--- src/rtl/serial_adder_ctrl.sv ---
// serial_adder_ctrl
//   Bit-serial adder stage. It accepts two WIDTH-bit operands and a carry-in
//   over a valid/ready handshake. It then pushes the operand bits, LSB first,
//   through a full-adder slice built from two half-adder cells and an OR gate.
//   The sum is rebuilt in a shift register and is offered, together with the
//   carry-out, over an output valid/ready handshake.
//
// Ports
//   clk        system clock, rising edge
//   rst        asynchronous, active-high reset
//   in_valid   a_in/b_in/cin carry valid operands
//   in_ready   block can take operands (IDLE only)
//   a_in,b_in  WIDTH-bit operands
//   cin        carry into bit 0
//   out_valid  sum_out/cout_out hold a completed result
//   out_ready  downstream takes the result
//   sum_out    low WIDTH bits of a_in + b_in + cin
//   cout_out   carry out of bit WIDTH-1
//   busy       high while shifting or holding a result

module half_adder (
  input  logic a,
  input  logic b,
  output logic s,
  output logic c
);
  assign s = a ^ b;
  assign c = a & b;
endmodule

module serial_adder_ctrl #(
  parameter int WIDTH = 8
) (
  input  logic             clk,
  input  logic             rst,
  input  logic             in_valid,
  output logic             in_ready,
  input  logic [WIDTH-1:0] a_in,
  input  logic [WIDTH-1:0] b_in,
  input  logic             cin,
  output logic             out_valid,
  input  logic             out_ready,
  output logic [WIDTH-1:0] sum_out,
  output logic             cout_out,
  output logic             busy
);

  localparam int CW = (WIDTH > 1) ? $clog2(WIDTH) : 1;

  typedef enum logic [1:0] {IDLE, SHIFT, DONE} state_t;

  state_t           state_reg, state_next;
  logic [WIDTH-1:0] a_sh_reg, b_sh_reg;
  logic [WIDTH-1:0] sum_out_reg;
  logic             carry_reg, cout_reg;
  logic [CW-1:0]    cnt_reg;

  logic             p_bit, g0_bit, g1_bit, s_bit, c_next;
  logic             accept, last_bit, shifting;
  logic [WIDTH-1:0] sum_word;

  // Full-adder slice: HA(a0,b0) -> HA(partial sum, carry) -> OR of carries.
  half_adder u_ha0 (.a(a_sh_reg[0]), .b(b_sh_reg[0]), .s(p_bit), .c(g0_bit));
  half_adder u_ha1 (.a(p_bit),       .b(carry_reg),   .s(s_bit), .c(g1_bit));
  assign c_next = g0_bit | g1_bit;

  assign in_ready  = (state_reg == IDLE) && !rst;
  assign accept    = in_valid && in_ready;
  assign shifting  = (state_reg == SHIFT);
  assign last_bit  = (cnt_reg == CW'(WIDTH - 1));
  assign out_valid = (state_reg == DONE);
  assign busy      = (state_reg != IDLE);
  assign sum_out   = sum_out_reg;
  assign cout_out  = cout_reg;

  // sum_word is the sum register as it looks after this cycle's shift. The
  // partial register only needs WIDTH-1 bits because the final bit goes
  // straight into sum_out on the last edge.
  generate
    if (WIDTH == 1) begin : g_w1
      assign sum_word = s_bit;
    end else begin : g_wn
      logic [WIDTH-2:0] part_reg;
      assign sum_word = {s_bit, part_reg};
      always_ff @(posedge clk or posedge rst) begin
        if (rst) begin
          part_reg <= '0;
        end else if (accept) begin
          part_reg <= '0;
        end else if (shifting) begin
          part_reg <= sum_word[WIDTH-1:1];
        end
      end
    end
  endgenerate

  always_ff @(posedge clk or posedge rst) begin
    if (rst) begin
      state_reg <= IDLE;
    end else begin
      state_reg <= state_next;
    end
  end

  always_comb begin
    state_next = state_reg;
    case (state_reg)
      IDLE:    if (accept)    state_next = SHIFT;
      SHIFT:   if (last_bit)  state_next = DONE;
      DONE:    if (out_ready) state_next = IDLE;
      default:                state_next = IDLE;
    endcase
  end

  always_ff @(posedge clk or posedge rst) begin
    if (rst) begin
      a_sh_reg    <= '0;
      b_sh_reg    <= '0;
      carry_reg   <= 1'b0;
      cnt_reg     <= '0;
      sum_out_reg <= '0;
      cout_reg    <= 1'b0;
    end else if (accept) begin
      a_sh_reg  <= a_in;
      b_sh_reg  <= b_in;
      carry_reg <= cin;
      cnt_reg   <= '0;
    end else if (shifting) begin
      a_sh_reg  <= a_sh_reg >> 1;
      b_sh_reg  <= b_sh_reg >> 1;
      carry_reg <= c_next;
      cnt_reg   <= cnt_reg + CW'(1);
      // Outputs change only when a new result completes.
      if (last_bit) begin
        sum_out_reg <= sum_word;
        cout_reg    <= c_next;
      end
    end
  end

endmodule

--- config.mk ---
export PLATFORM = sky130hd
export DESIGN_NAME = serial_adder_ctrl
export DESIGN_NICKNAME = d
export VERILOG_FILES = /design/src/rtl/serial_adder_ctrl.sv
export SDC_FILE = /design/constraint.sdc
export NUM_CORES = 1
export LEC_CHECK = 0
export CAP_MARGIN = 5
export CORE_UTILIZATION = 35
export DETAILED_ROUTE_END_ITERATION = 8
export PLACE_DENSITY_LB_ADDON = 0.12
export SYNTH_ARGS = -nofsm -noshare
export SYNTH_HDL_FRONTEND = slang
export SYNTH_SLANG_ARGS = --single-unit
export TNS_END_PERCENT = 10
--- constraint.sdc ---
create_clock -name clk -period 1.9 [get_ports clk]
set_clock_uncertainty 0.1 [all_clocks]
set_input_delay 0.38 -clock clk [delete_from_list [all_inputs] [get_ports clk]]
set_output_delay 0.38 -clock clk [all_outputs]
set_load 0.05 [all_outputs]
==> flow_metrics.py, run 1 <==
metrics = {
    "critical_path": {
        "cp_top_family": "simple AND/OR/NAND/NOR gates",
        "crit_chain": "or2_2, nor2_2, buf_12",
        "reg2reg_to": "sum_out[1]$_DFFE_PP0P_",
        "critPathMaxFanout": 5,
        "r2r_slack_ps": 300,
        "cp_num_buf_inv": 1,
        "critPathSlowestCell": "dfrtp_1",
        "r2r_cells": 4,
        "critPathLaunchType": "flop",
        "r2r-start": "cnt_reg[0]$_DFFE_PP0P_",
        "cpPeakStageDelay_ps": 440,
        "required_ps": 1420,
        "end_kind": "output pin",
        "startpoint": "state_reg[1]$_DFFE_PP0P_",
        "worst-setup-path-type": "reg2out",
        "cp.arrival_ps": 1340,
    },
    "logic_synthesis": {
        "synthXorXnorAreaFrac_pct": 0.530,
        "synth_cell_type_count": 20,
        "syn_nets": 173,
        "yosysWarnings": 0,
        "synth_cells": 149,
        "yosys_register_bits": 38,
        "synth.mux.area_fraction_pct": 15.2,
        "synth-simple-area-share_pct": 12.3,
        "avgSynthCellArea_um2": 11.1,
        "synthAdderAreaFrac_pct": 2.73,
        "ys_seq_area_share_pct": 57.6,
        "synth-compound-area-share_pct": 8.64,
        "synth_area_um2": 1650,
        "synth_top_family_by_area": "multiplexers",
    },
    "sta": {
        "finalSetupViolCount": 0,
        "min_period_ps": 1820,
        "fin_crit_sh_pct": 95.8,
        "final_max_slew_viol_count": 0,
        "fin_tns_setup_ps": 0,
        "finalWorstSetupSlack_ps": 79.1,
        "max_freq_mhz": 549,
        "rsz0062_at_grt": "no",
        "tightest_slew_ps": 270,
        "hold_viol_final": 0,
        "relSlewSlack_pct": 82.0,
    },
    "placement": {
        "place_hpwl_um": 1960,
        "placed_area_um2": 2040,
        "dp_slack_ps": 102,
        "post-place-cells": 230,
        "gp_congestion": 0.703,
        "placement.io_buffers": 32,
    },
    "layout": {
        "postLayoutCellArea_um2": 2180,
        "fillers": 406,
        "final_cell_mix": "38 x dfrtp_1, 37 x nand2_1, 20 x clkdlybuf4s50_1",
        "final_common_cell": "dfrtp_1",
        "diodes": 0,
        "syn2layout_area_growth_pct": 32.3,
        "final_cells": 238,
        "nets": 209,
        "drive_gt1_share_pct": 20.4,
    },
    "global_route": {
        "grt_max_degree": 39,
        "grt_use_total_pct": 13.1,
        "grt_pass1_vias": 1142,
        "gr-total-overflow": 0,
        "antenna_found_initial": 0,
        "grt_pass1_wl_um": 5040,
    },
    "detailed_routing": {
        "drtIter0Drc": 36,
        "dr.pass1.iters": 5,
        "wl_per_cell_um": 11.9,
        "wl_um": 2830,
        "routed_via_density": 4.86,
        "via_count": 1156,
        "drcViolationCount": 4,
        "ant_nets": 0,
    },
    "clock_tree": {
        "insertion_delay_ps": 280,
        "clkSlewWorstSetupHoldPaths_ps": 70,
        "tritoncts": "built",
        "cts_resized": 0,
        "holdBufCountCts": 0,
        "cts-root-buf": "clkbuf_8",
        "cts.path.max_buffers": 2,
        "cts.htree.levels": 2,
        "numCtsBuffers": 5,
        "cts_sinks": 38,
        "post-cts-setup-buffers": 0,
    },
    "die": {
        "die_h_um": 70.7,
        "rows": 24,
        "dieArea_um2": 5000,
        "ioPinCount": 33,
        "start_util_pct": 37.2,
        "core_area_um2": 4440,
        "die_w_um": 70.7,
    },
    "hold_path": {
        "hp-class": "reg2reg",
        "worstHoldStart": "sum_out[2]$_DFFE_PP0P_",
        "worstHoldEndpoint": "sum_out[2]$_DFFE_PP0P_",
        "hold-path-cell-count": 1,
    },
    "power": {
        "ir_worst_vdd_mv": 0.582,
        "p_leak_nw": 1.03,
        "p_per_area_nw_per_um2": 1660,
    },
    "outcome": {
        "outcome": "finished with violations",
        "violations": "design-rule violations",
    },
    "flow_run": {
        "maxCapViolations": 0,
    },
}
==> worst reg2reg max path, stage by stage (launching register included) <==
cell     delay [ps]
dfrtp_1         400
ha_1            210
ha_1            200
nand2_2         200
mux2_2          370
==> report_power, final <==
group / total [mW] / switching (mW) / internal (mW)
registers: 1.34 / 0.200 / 1.14
clock network: 0.833 / 0.274 / 0.560
logic: 1.45 / 0.842 / 0.607
total: 3.62 / 1.32 / 2.30
==> cell usage after synthesis <==
library cell | count | share of area (%)
mux2i_1 | 15 | 9.1
nand2b_1 | 2 | 0.76
nand2_1 | 37 | 8.4
fa_1 | 1 | 1.2
nand2_2 | 1 | 0.38
or2_2 | 1 | 0.38
o21ai_1 | 3 | 0.91
and2b_1 | 1 | 0.45
nor2_1 | 2 | 0.45
mux2_2 | 9 | 6.1
ha_1 | 2 | 1.5
nor4b_4 | 1 | 1.4
xnor2_1 | 1 | 0.53
dfrtp_1 | 38 | 58
buf_2 | 7 | 2.1
inv_1 | 2 | 0.45
clkbuf_4 | 1 | 0.45
o21ai_0 | 15 | 4.5
o21bai_1 | 1 | 0.45
a21oi_1 | 9 | 2.7
==> per-stage QoR <==
stage          total power [mW]  hold slack [ps]  utilization (%)
2_1_floorplan              2.41              381                -
3_3_place_gp               2.78              390             45.9
3_5_place_dp               2.83              398             45.9
4_1_cts                    3.67              415             49.2
5_1_grt                    3.88              425             49.2
6_report                   3.62              410             49.2
==> cell type report <==
type                       count  area, um^2  share of cell area (%)
inverter                       2        7.51                   0.344
sequential                    38         951                    43.5
timing repair buffer          37         365                    16.7
clock inverter                 2        60.1                    2.75
multi-input combinational    101         653                    29.9
tap                           52        65.1                    2.98
clock buffer                   6        82.6                    3.78
==> per-layer routing <==
metal | routed length [um] | global-route usage, % | up-vias
li1 | - | - | 573
met1 | 1310 | 16.1 | 551
met2 | 1370 | 20.8 | 28
met3 | 130 | 4.99 | 4
met4 | 26 | 5.56 | 0
met5 | 0 | 0 | -
==> logic make-up after synthesis <==
group | Yosys count
muxes | 24
xor gates and xnor gates | 1
buffers and inverters | 10
and+or+nand+nor | 45
AOI/OAI and AO/OA | 28
adders and majority gates | 3
DFF | 38
==> how the worst max path moves through the flow <==
stage / end / slack, ps / cells after the start
after CTS: in_ready / 60 / 3
final: in_ready / 80 / 3
after global placement: a_sh_reg[4]$_DFFE_PP0P_ / 150 / 4
after detailed placement: a_sh_reg[6]$_DFFE_PP0P_ / 100 / 4
after floorplan: in_ready / 100 / 2
after global routing: in_ready / 5 / 3
Note: power is estimated with default switching activity, not from simulation.
==> run 2, diff against run 1 <==
--- a/config.mk
+++ b/config.mk
@@ -8,6 +8,8 @@
 export CAP_MARGIN = 5
 export CORE_UTILIZATION = 35
 export DETAILED_ROUTE_END_ITERATION = 8
+export HOLD_SLACK_MARGIN = 0.15
+export MAX_ROUTING_LAYER = met4
 export PLACE_DENSITY_LB_ADDON = 0.12
 export SYNTH_ARGS = -nofsm -noshare
 export SYNTH_HDL_FRONTEND = slang
==> run 2 against run 1 <==
Compared with the run above: the run still ends with design-rule violations left; sequential share of layout area did not move; fmax did not move; global-route usage rose by 0.41 points; sequential power barely moved; core utilization did not move; die area did not move; clock-buffer cell count did not move; setup slack did not move; combinational power barely moved; total power barely moved; sequential cell count did not move; final area did not move; largest cell class unchanged; largest power group unchanged.
==> flow_metrics.py, run 2 (synthesis results as in run 1) <==
metrics = {
    "clock_tree": {
        "cts.htree.levels": 2,
        "cts_resized": 0,
        "insertion_delay_ps": 280,
        "cts_sinks": 38,
        "clkSlewWorstSetupHoldPaths_ps": 70,
        "post-cts-setup-buffers": 0,
        "tritoncts": "built",
        "cts.path.max_buffers": 2,
        "cts-root-buf": "clkbuf_8",
        "holdBufCountCts": 0,
        "numCtsBuffers": 5,
    },
    "global_route": {
        "grt_pass1_wl_um": 5040,
        "grt_use_total_pct": 13.5,
        "grt_max_degree": 39,
        "grt_pass1_vias": 1142,
        "antenna_found_initial": 0,
        "gr-total-overflow": 0,
    },
    "layout": {
        "final_cell_mix": "38 x dfrtp_1, 37 x nand2_1, 20 x clkdlybuf4s50_1",
        "diodes": 0,
        "final_common_cell": "dfrtp_1",
        "final_cells": 238,
        "syn2layout_area_growth_pct": 32.3,
        "nets": 209,
        "drive_gt1_share_pct": 20.4,
    },
    "power": {
        "switching_power_mw": 1.31,
        "p_per_area_nw_per_um2": 1660,
        "ir_worst_vdd_mv": 0.582,
        "p_sw_share_pct": 36.3,
        "pwr-share-seq_pct": 37.0,
        "p_int_mw": 2.30,
        "comb_power_share_pct": 40.0,
        "p_leak_nw": 1.03,
        "p_clk_share_pct": 23.0,
    },
    "sta": {
        "max_freq_mhz": 549,
        "fin_crit_sh_pct": 95.8,
        "tightest_slew_ps": 270,
        "fin_tns_setup_ps": 0,
        "final_max_slew_viol_count": 0,
        "min_period_ps": 1820,
        "relSlewSlack_pct": 82.0,
        "rsz0062_at_grt": "no",
        "hold_viol_final": 0,
        "finalSetupViolCount": 0,
    },
    "placement": {
        "post-place-cells": 230,
        "gp_congestion": 0.710,
        "placement.io_buffers": 32,
        "place_hpwl_um": 1960,
    },
    "critical_path": {
        "cpPeakStageDelay_ps": 440,
        "end_kind": "output pin",
        "critPathSlowestCell": "dfrtp_1",
        "worst-setup-path-type": "reg2out",
        "crit_chain": "or2_2, nor2_2, buf_12",
        "required_ps": 1420,
        "cp.arrival_ps": 1340,
        "cp_top_family": "simple AND/OR/NAND/NOR gates",
        "critPathMaxFanout": 5,
        "cp_num_buf_inv": 1,
        "critPathLaunchType": "flop",
    },
    "detailed_routing": {
        "drcViolationCount": 4,
        "wl_per_cell_um": 11.9,
        "wl_um": 2830,
        "routed_via_density": 4.85,
        "ant_nets": 0,
        "via_count": 1155,
        "drtIter0Drc": 38,
        "dr.pass1.iters": 5,
    },
    "die": {
        "core_area_um2": 4440,
        "rows": 24,
        "die_h_um": 70.7,
        "ioPinCount": 33,
        "start_util_pct": 37.2,
        "dieArea_um2": 5000,
        "die_w_um": 70.7,
    },
    "outcome": {
        "outcome": "finished with violations",
        "violations": "design-rule violations",
    },
    "flow_run": {
        "maxCapViolations": 0,
    },
    "hold_path": {
        "hp-class": "reg2reg",
    },
}
run 2: per-stage QoR:
step	hold slack, ps	power, mW	util (%)	instance area (um^2)	setup slack (ps)
3_5_place_dp	398	2.83	45.9	2040	102
6_report	410	3.62	49.2	2180	79.1
3_3_place_gp	390	2.78	45.9	2040	146
4_1_cts	415	3.67	49.2	2180	61.5
2_1_floorplan	381	2.41	-	1650	104
5_1_grt	425	3.88	49.2	2180	5.31
run 2: layout make-up:
cell class / count / area, um^2
Clock buffer: 6 / 82.6
Multi-Input combinational cell: 101 / 653
Tap cell: 52 / 65.1
Inverter: 2 / 7.51
Timing Repair Buffer: 37 / 365
Fill cell: 406 / 2260
Sequential cell: 38 / 951
Clock inverter: 2 / 60.1
run 2: worst reg2reg max path: stages (launching register included):
cell,delay [ps]
dfrtp_1,400
ha_1,210
ha_1,200
nand2_2,200
mux2_2,370
run 2: routing by layer:
metal	part of all wire (%)	GRT usage [%]
met1	47	16.2
met2	48	20.8
met3	4.0	4.70
met4	0.92	5.56
met5	0	-
run 2: final timing paths:
kind                                           from                            to  slack (ps)  cells after the start
setup / recovery           state_reg[1]$_DFFE_PP0P_                      in_ready          80                      3
hold / removal               sum_out[2]$_DFFE_PP0P_        sum_out[2]$_DFFE_PP0P_         410                      1
setup reg to reg             cnt_reg[0]$_DFFE_PP0P_        sum_out[1]$_DFFE_PP0P_         300                      4
hold reg to reg              sum_out[2]$_DFFE_PP0P_        sum_out[2]$_DFFE_PP0P_         410                      1
max in group asynchronous                       rst        cnt_reg[0]$_DFFE_PP0P_        1040                      3
min in group asynchronous                       rst  g_wn.part_reg[0]$_DFFE_PP0P_         480                      3
run 2: power by group through the flow:
stage	registers, mW	clock network [mW]	logic [mW]
5_1_grt	1.38	0.898	1.60
6_report	1.34	0.833	1.45
4_1_cts	1.34	0.859	1.47
3_5_place_dp	1.36	0	1.46
2_1_floorplan	1.57	0	0.843
3_3_place_gp	1.35	0	1.44
==> run 3, diff against run 2 <==
--- a/config.mk
+++ b/config.mk
@@ -6,7 +6,7 @@
 export NUM_CORES = 1
 export LEC_CHECK = 0
 export CAP_MARGIN = 5
-export CORE_UTILIZATION = 35
+export CORE_UTILIZATION = 50
 export DETAILED_ROUTE_END_ITERATION = 8
 export HOLD_SLACK_MARGIN = 0.15
 export MAX_ROUTING_LAYER = met4
==> run 3 against run 2 <==
Compared with the run above: the run now ends clean; clock-buffer cell count increased by 1; core utilization increased by 20 points; critical path depth unchanged; cell count decreased by 1.7%; global-route usage increased by 7.7 points; register-to-register slack about the same; total power decreased by 8.7%; sequential cell count unchanged; first-iteration DRC count increased by 5.3%; die area decreased by 29%; critical endpoint unchanged; largest cell class unchanged; highest routed layer unchanged.
==> flow_metrics.py, run 3 (synthesis results as in run 1) <==
metrics = {
    "outcome": {
        "outcome": "finished clean",
    },
    "layout": {
        "final_cells": 234,
        "final_common_cell": "nand2_1",
        "final_cell_mix": "37 x nand2_1, 36 x dfrtp_1, 20 x clkdlybuf4s50_1",
        "nets": 213,
        "postLayoutCellArea_um2": 2140,
        "diodes": 0,
        "drive_gt1_share_pct": 22.6,
        "syn2layout_area_growth_pct": 29.4,
    },
    "die": {
        "die_h_um": 59.5,
        "die_w_um": 59.5,
        "ioPinCount": 33,
        "dieArea_um2": 3540,
        "core_area_um2": 3100,
        "start_util_pct": 53.2,
        "rows": 20,
    },
    "global_route": {
        "grt_max_degree": 39,
        "antenna_found_initial": 0,
        "grt_pass1_wl_um": 5230,
        "grt_use_total_pct": 21.2,
        "use_met3_pct": 6.77,
        "use_met2_pct": 34.2,
        "busiest_layer": "met2",
        "gr-total-overflow": 0,
        "grt_pass1_vias": 1185,
        "grt_use_met1_pct": 24.7,
    },
    "clock_tree": {
        "cts-root-buf": "clkbuf_4",
        "cts.path.max_buffers": 2,
        "cts.htree.levels": 2,
        "tritoncts": "built",
        "insertion_delay_ps": 350,
        "numCtsBuffers": 5,
        "clkSlewWorstSetupHoldPaths_ps": 110,
        "cts_sinks": 38,
    },
    "sta": {
        "fin_hold_ws_ps": 414,
        "tightest_slew_ps": 300,
        "fin_tns_setup_ps": 0,
        "finalSetupViolCount": 0,
        "hold_viol_final": 0,
        "min_period_ps": 1840,
        "rsz0062_at_grt": "no",
        "max_freq_mhz": 543,
        "fin_crit_sh_pct": 97.0,
        "final_max_slew_viol_count": 0,
        "relSlewSlack_pct": 79.9,
    },
    "power": {
        "ir_worst_vdd_mv": 0.778,
        "p_per_area_nw_per_um2": 1550,
        "finalPower_mw": 3.31,
        "p_leak_nw": 1.02,
    },
    "placement": {
        "place_hpwl_um": 2050,
        "gp_congestion": 0.722,
        "placement.io_buffers": 32,
        "post-place-cells": 224,
        "placed_area_um2": 2060,
    },
    "critical_path": {
        "cp.arrival_ps": 1360,
        "critPathMaxFanout": 5,
        "end_kind": "output pin",
        "critPathLaunchType": "flop",
        "worst-setup-path-type": "reg2out",
        "r2r_cells": 4,
        "required_ps": 1420,
        "r2r_slack_ps": 310,
    },
    "detailed_routing": {
        "wl_um": 3010,
        "ant_nets": 0,
        "wl_per_cell_um": 12.9,
        "routed_via_density": 5.05,
        "drtIter0Drc": 40,
        "dr.pass1.iters": 4,
        "drcViolationCount": 0,
        "via_count": 1182,
    },
    "flow_run": {
        "maxCapViolations": 0,
    },
    "hold_path": {
        "hp-class": "in2async",
    },
}
run 3: worst paths after layout:
| path | startpoint | endpoint |
|---|---|---|
| min in group clk | sum_out[3]$_DFFE_PP0P_ | sum_out[3]$_DFFE_PP0P_ |
| min | rst | g_wn.part_reg[0]$_DFFE_PP0P_ |
| max in group asynchronous | rst | state_reg[0]$_DFFE_PP0P_ |
| max | state_reg[0]$_DFFE_PP0P_ | in_ready |
| min reg2reg | sum_out[3]$_DFFE_PP0P_ | sum_out[3]$_DFFE_PP0P_ |
| max reg2reg | cnt_reg[0]$_DFFE_PP0P_ | sum_out[4]$_DFFE_PP0P_ |
run 3: cell type report:
type | count | area, um^2
timing repair buffer | 41 | 408
sequential | 38 | 953
multi-input combinational | 101 | 653
inverter | 2 | 7.51
fill | 251 | 966
tap | 44 | 55.1
clock inverter | 1 | 5.00
clock buffer | 7 | 55.1
run 3: power breakdown:
part / switching (mW) / total, mW / leakage (nW) / internal (mW)
registers: 0.189 / 1.33 / 0.493 / 1.14
clock network: 0.260 / 0.440 / 0.0353 / 0.179
logic: 0.879 / 1.54 / 0.488 / 0.660
run 3: timing repair:
item / in CTS / in global routing
gates cloned: 0 / 0
endpoints found under the hold margin: 0 / 0
setup buffers: 1 / 1
gates resized for setup: 1 / 1
endpoints found under the setup margin: 1 / 1
hold buffers: 0 / 0
run 3: stage by stage:
| stage | util, % | worst slack [ps] |
|---|---|---|
| 6_report | 68.9 | 57.4 |
| 5_1_grt | 68.9 | 5.16 |
| 4_1_cts | 68.6 | 7.55 |
| 3_5_place_dp | 66.4 | 90.4 |
| 3_3_place_gp | 66.4 | 145 |
| 2_1_floorplan | - | 104 |
run 3: worst max-delay path, stage by stage, from the launching register on:
cell and delay, ps:
dfrtp_2 440, or2_2 300, nor2_2 130, buf_12 150
run 3: routing by layer:
metal	routed length, um	vias up
met2	1420	30
met1	1380	567
met4	53	0
met3	160	7
met5	0	-
li1	-	578
